[src/rtl/dec_scan.sv]
// dec_scan: registered binary-to-one-hot decoder with a timed sweep mode.
//   DIRECT (mode=0): y decodes sel on every enabled clock.
//   SCAN   (mode=1): a start pulse walks a single hot line from 0 to N-1.
//                    Each line is held for DWELL enabled cycles. A one-cycle
//                    done pulse follows the last line.
// Ports:
//   clk, rst_n  rising-edge clock; asynchronous active-low reset
//   mode        0 = DIRECT, 1 = SCAN (only looked at in IDLE)
//   en          DIRECT: decode enable; SCAN: 0 pauses the sweep
//   sel         DIRECT-mode line index
//   start       scan request (IDLE, mode=1)
//   abort       cancels a running scan; suppresses start in IDLE
//   y           registered one-hot or all-zero line select
//   idx         index of the active line
//   busy        scan in progress
//   done        one-cycle pulse on normal scan completion
//
// state | meaning
// IDLE  | direct decode, or waiting for a scan start
// SCAN  | sweeping lines, DWELL enabled cycles per line
module dec_scan #(
  parameter int SEL_W = 2,
  parameter int DWELL = 3
) (
  input  logic                  clk,
  input  logic                  rst_n,
  input  logic                  mode,
  input  logic                  en,
  input  logic [SEL_W-1:0]      sel,
  input  logic                  start,
  input  logic                  abort,
  output logic [2**SEL_W-1:0]   y,
  output logic [SEL_W-1:0]      idx,
  output logic                  busy,
  output logic                  done
);

  localparam int N     = 2**SEL_W;
  localparam int CNT_W = $clog2(DWELL) + 1;
  localparam logic [CNT_W-1:0] CNT_LAST = CNT_W'(DWELL - 1);
  localparam logic [SEL_W-1:0] IDX_LAST = SEL_W'(N - 1);
  localparam logic [N-1:0]     LINE0    = N'(1);

  typedef enum logic {IDLE, SCAN} state_t;

  state_t           state, state_nx;
  logic [CNT_W-1:0] cnt, cnt_nx;
  logic [N-1:0]     y_nx;
  logic [SEL_W-1:0] idx_nx;
  logic             busy_nx, done_nx;

  logic start_ok, step, cnt_last, idx_last, finish;

  assign start_ok = mode & start & ~abort;
  assign step     = en & ~abort;
  assign cnt_last = (cnt == CNT_LAST);
  assign idx_last = (idx == IDX_LAST);
  assign finish   = step & cnt_last & idx_last;

  always_ff @(posedge clk or negedge rst_n) begin
    if (!rst_n) begin
      state <= IDLE;
      cnt   <= '0;
      y     <= '0;
      idx   <= '0;
      busy  <= 1'b0;
      done  <= 1'b0;
    end else begin
      state <= state_nx;
      cnt   <= cnt_nx;
      y     <= y_nx;
      idx   <= idx_nx;
      busy  <= busy_nx;
      done  <= done_nx;
    end
  end

  always_comb begin
    state_nx = state;
    case (state)
      IDLE:    if (start_ok) state_nx = SCAN;
      SCAN:    if (abort || finish) state_nx = IDLE;
      default: state_nx = IDLE;
    endcase
  end

  // Next values of the registered outputs; done defaults low so the pulse
  // always clears on the following edge.
  always_comb begin
    cnt_nx  = cnt;
    y_nx    = y;
    idx_nx  = idx;
    busy_nx = busy;
    done_nx = 1'b0;
    case (state)
      IDLE: begin
        if (!mode) begin
          if (en) begin
            y_nx   = LINE0 << sel;
            idx_nx = sel;
          end else begin
            y_nx = '0;
          end
        end else if (start_ok) begin
          y_nx    = LINE0;
          idx_nx  = '0;
          busy_nx = 1'b1;
          cnt_nx  = '0;
        end else begin
          y_nx = '0;
        end
      end
      SCAN: begin
        if (abort) begin
          y_nx    = '0;
          busy_nx = 1'b0;
          cnt_nx  = '0;
        end else if (en) begin
          if (!cnt_last) begin
            cnt_nx = cnt + CNT_W'(1);
          end else if (!idx_last) begin
            cnt_nx = '0;
            idx_nx = idx + SEL_W'(1);
            y_nx   = y << 1;
          end else begin
            // Last line served: the sweep ends instead of wrapping idx.
            cnt_nx  = '0;
            y_nx    = '0;
            busy_nx = 1'b0;
            done_nx = 1'b1;
          end
        end
      end
      default: begin
        y_nx    = '0;
        busy_nx = 1'b0;
      end
    endcase
  end

endmodule

[config.mk]
export PLATFORM = sky130hd
export DESIGN_NAME = dec_scan
export DESIGN_NICKNAME = d
export VERILOG_FILES = /design/src/rtl/dec_scan.sv
export SDC_FILE = /design/constraint.sdc
export NUM_CORES = 1
export LEC_CHECK = 0
export ABC_AREA = 1
export BUFFER_PORTS_ARGS = -buffer_cell sky130_fd_sc_hd__buf_2
export CAP_MARGIN = 15
export CORE_UTILIZATION = 35
export DETAILED_ROUTE_END_ITERATION = 10
export GPL_TIMING_DRIVEN = 0
export HOLD_SLACK_MARGIN = 0.1
export PLACE_DENSITY = 0.57
export SYNTH_ARGS = -nofsm -noshare
export SYNTH_HDL_FRONTEND = slang
export SYNTH_SLANG_ARGS = --single-unit
export TNS_END_PERCENT = 30
[constraint.sdc]
create_clock -name clk -period 1.7 [get_ports clk]
set_clock_uncertainty 0.2 [all_clocks]
set_input_delay 0.085 -clock clk [delete_from_list [all_inputs] [get_ports clk]]
set_output_delay 0.085 -clock clk [all_outputs]
set_load 0.05 [all_outputs]
After elaboration in Yosys (flattened, before gate mapping)
Index checks and enable logic that the tools add are counted.
{ "totals": {"reg_bits": 12, "in_bits": 8, "wordCells": 71} }
{ "op_classes": {"add_sub_neg": 2, "eq_ne": 13, "n_shift": 1, "n_mux": 37, "bitwise": 7, "n_reduce_logical": 5} }
{ "ops": {"columns": ["cell", "n"], "rows": [
  ["$mux 4", 6],
  ["$mux 3", 5],
  ["$mux 1", 14],
  ["$mux 2", 7],
  ["$ne 2x2->1 const B", 5],
  ["$ne 3x3->1 const B", 3],
  ["$pmux 4 s2", 1],
  ["$ne 3x2->1 const B", 2],
  ["$pmux 3 s2", 1],
  ["$reduce_and 6->1", 1],
  ["$and 1x1->1", 5],
  ["$reduce_and 5->1", 1],
  ["$pmux 1 s2", 2],
  ["$pmux 2 s2", 1],
  ["$shl 1x2->4 const A", 1],
  ["$add 3x1->3 const B", 1],
  ["$eq 3x2->1 const B", 1],
  ["$reduce_and 3->1", 1],
  ["$add 2x1->2 const B", 1],
  ["$eq 2x2->1 const B", 1],
  ["$ne 2x1->1 const B", 1],
  ["$not 1->1", 2],
  ["$reduce_and 2->1", 1],
  ["$logic_or 1x1->1", 1]
]} }

Depth between registers and ports, before layout
{ "depth": {"depth_word": 7, "depth_mapped": 8} }

Worst setup path before layout
Ideal clock, no wire load.
{ "synth_timing": {"path_type": "register to register", "start": "register idx[0]", "end": "register idx[0]", "t_arrival_ps": 1256, "t_required_ps": 1380, "slack_ps": 124, "path_stages_with_launch": 8, "cell_sequence": "dfrtp_1 > ha_1 > nor2_1 > nand2_1 > nand2_1 > nand2_1 > nand2_1 > nand2_1"} }
{ "synth_via": {"elab_chain_len": 6, "elab_cells_between_ends": 9, "classes_between": "add/sub: 1; eq/ne: 2; mux: 5; reduce/logical: 1"} }
{ "synth_lines": {"columns": ["item", "line", "source"], "rows": [
  ["start: declaration", "33", "output logic [SEL_W-1:0] idx,"],
  ["start signal: assignment", "72", "idx <= idx_nx;"],
  ["$add 2x1->2", "123", "idx_nx = idx + SEL_W'(1);"],
  ["$mux 2", "121", "end else if (!idx_last) begin"],
  ["$mux 2", "119", "if (!cnt_last) begin"],
  ["$mux 2", "118", "end else if (en) begin"],
  ["$mux 2", "114", "if (abort) begin"],
  ["$pmux 2 s2", "95", "case (state)"]
]} }
Several ways; a longest one is shown, not always the timed one. The select of a mux whose other input is x is not followed.
A chain may end at the register's enable or synchronous reset.

Worst setup path after layout
{ "layout_timing": {"start": "input port en", "end": "register done"} }
{ "layout_via": {"elab_chain_len": 3} }
{ "layout_lines": {"columns": ["item", "line", "source"], "rows": [
  ["start: declaration", "28", "input logic en,"],
  ["$mux 1", "118", null],
  ["$mux 1", "114", null],
  ["$mux 1", "95", null],
  ["net done_nx", "50", "logic busy_nx, done_nx;"],
  ["end signal: assignment", "74", "done <= done_nx;"],
  ["end: declaration", "35", "output logic done"]
]} }
The timed path passes the listed nets, and every way through them passes these cells.

==> impl_metrics.yaml <==
clock_network:
  cts_setup_buffers: 0
  path_clk_slew_ns: 0.07
  h-tree-depth: 1
  cts_buffer_depth: 2
  clock_sinks: 12
  cts_buffers: 3
  clk_latency_ns: 0.27
  root_buffer: "clkbuf_4"
  cts_tree: "built"
global_route:
  grt_pass1_vias: 582
  groute.usage.overall: 0.159
  grt_pass1_wl_um: 2420
  overflow: 0
  antenna_found_initial: 0
  grt_max_degree: 13
final_layout:
  stdcell_area_sq_um: 983
  fin_nets: 136
  regArea_sq_um: 300
  nFillCells: 197
  multi_input_area_sq_um: 394
  drive_above_1_share: 0.240
  antenna_cells: 0
  areaGrowthSynthToFinish_pct: 36.2
logic_synthesis:
  yosysWarnings: 0
  yosys.cell_types.count: 15
  ys_ff_latch: 12
  syn-cell-area_sq_um: 722
  seq_area_frac_synth: 0.416
  synthCells: 95
  yosys.area.top_type_share: 0.416
  synth_fp_nets: 105
  synth_area_leaders: "dfrtp_1, nand2_1, nand3_1"
  avgSynthCellArea_sq_um: 7.60
  synth_area_leader_cell: "dfrtp_1"
power_and_ir_drop:
  comb_power_share: 0.482
  p_total_uw: 1260
  p_seq_frac: 0.339
  powerDensity_nw_per_um2: 1280
  pwr-share-clk: 0.179
  p_leak_uw: 0.000528
  p_int_uw: 659
  max-vdd-ir-drop_uv: 841
  switchingPower_uw: 604
  switching_share: 0.478
critical_path:
  critPathCaptureType: "flip-flop"
  cp.arrival_ns: 1.53
  worstSetupStartpointType: "primary input"
  cp.required_ns: 1.68
  cp_max_fo: 5
  crit_type: "primary input to flip-flop"
sta:
  fmax_mhz: 646
  maxSlewViolCount: 0
  fin_crit_sh: 0.911
  tightest_slew_ns: 0.556
  slew_headroom: 0.628
  finalSetupViolations: 0
  fin_crit_ns: 1.55
  rsz0062_at_grt: "false"
  tns_ns: 0
  finalHoldViolations: 0
die:
  ios: 16
  coreArea_sq_um: 1940
  die_x_um: 47.4
  fp.dieH_um: 47.4
  rows: 16
  initial_core_util: 0.372
  dieArea_sq_um: 2250
place:
  hpwl_um: 1150
  port_buffers: 15
  post_dp_cell_area_sq_um: 831
  gp_congestion: 0.788
route:
  first_pass_iters: 7
  vias: 707
  detail-route-antenna-nets: 0
  wirelength_um: 1560
  drt_iter0_drc: 16
  wire_per_inst_um: 10.3
  vias_per_cell: 4.65
  drcViolationCount: 1
run_status:
  violations: "DRC"
  outcome: "finished with violations"
min_path:
  hold_path_class: "primary input to flip-flop"
flow_run:
  max_cap_violations: 0
worst paths after layout:
| kind | start | to | slack (ns) | cells after the start |
|---|---|---|---|---|
| worst max register to register | state$_DFF_PN0_ | y[3]$_DFFE_PN0P_ | 0.30 | 7 |
| min in group asynchronous | rst_n | cnt[2]$_DFFE_PN0P_ | 0.67 | 3 |
| worst min-delay path | abort | idx[0]$_DFFE_PN0P_ | 0.14 | 8 |
| max in group asynchronous | rst_n | idx[1]$_DFFE_PN0P_ | 0.27 | 3 |
| worst min register to register | busy$_DFFE_PN0P_ | busy$_DFFE_PN0P_ | 0.27 | 2 |
| worst max-delay path | en | done$_DFF_PN0_ | 0.15 | 5 |
repair_timing:
item,in CTS,in global routing
gates resized for setup,0,1
hold buffers,11,0
hold endpoints to repair,24,0
setup endpoints to repair,0,1
registers in the layout (all words and copies together) (netlist names):
signal  count
state       1
busy        1
done        1
y           4
cnt         3
idx         2
cells in the final DEF, fill, tap and decap left out:
cell / instances
buf_2: 15
clkbuf_4: 3
clkbuf_8: 1
clkinv_1: 1
dfrtp_1: 12
dlygate4sd3_1: 11
ha_1: 2
inv_1: 5
inv_2: 3
nand2_1: 38
nand2_4: 4
nand3_1: 14
nand4_1: 2
nor2_1: 4
nor2_8: 1
nor4_2: 1
o21ai_0: 5
o21ai_2: 2
xor2_1: 1
routing by layer:
metal | up-vias | share of wire | GRT usage
met4 | 0 | 0.0083 | 0.0514
met1 | 323 | 0.47 | 0.185
li1 | 367 | - | -
met5 | - | 0 | 0
met2 | 15 | 0.47 | 0.263
met3 | 2 | 0.056 | 0.0679
final cells by class:
type / instances / area share
clock buffers: 4 / 0.0369
inverters: 9 / 0.0344
multi-input cells: 74 / 0.401
flip-flops and latches: 12 / 0.305
well taps: 27 / 0.0344
repair buffers: 26 / 0.188
Yosys cell counts (all sizes together):
master and instances:
nor4 1, xor2 1, ha 2, dfrtp 12, nor2 5, nand4 2
nand2 42, nand3 14, o21ai 7, inv 8, clkinv 1
stage by stage:
step                      std cells  utilization  setup slack [ns]  hold WS (ns)
after global placement          137        0.428             0.326        -0.217
after global routing            152        0.506            0.0534         0.232
after detailed placement        137        0.428             0.320        -0.213
final                           152        0.506             0.151         0.139
after floorplan                  95            -             0.124        -0.411
after CTS                       152        0.503            0.0494         0.108
worst max-delay path: stages:
cell and delay (ns):
dlygate4sd3_1 0.51, buf_2 0.14, nand2_1 0.07, dlygate4sd3_1 0.57
nor4_2 0.15
cell families after synthesis:
logic type / share of synthesized area
flops: 0.416
xor+xnor: 0.0121
fa+ha+maj: 0.0347
simple gates: 0.432
buf+inv: 0.0468
compound gates: 0.0589
power groups by stage:
stage                     sequential (uW)  clock (uW)  combinational, uW
after global routing                  442         244                669
final                                 428         225                609
after CTS                             430         239                612
after floorplan                       584           0                304
after detailed placement              436           0                590
after global placement                434           0                583
Power figures use the tool's default switching activity.
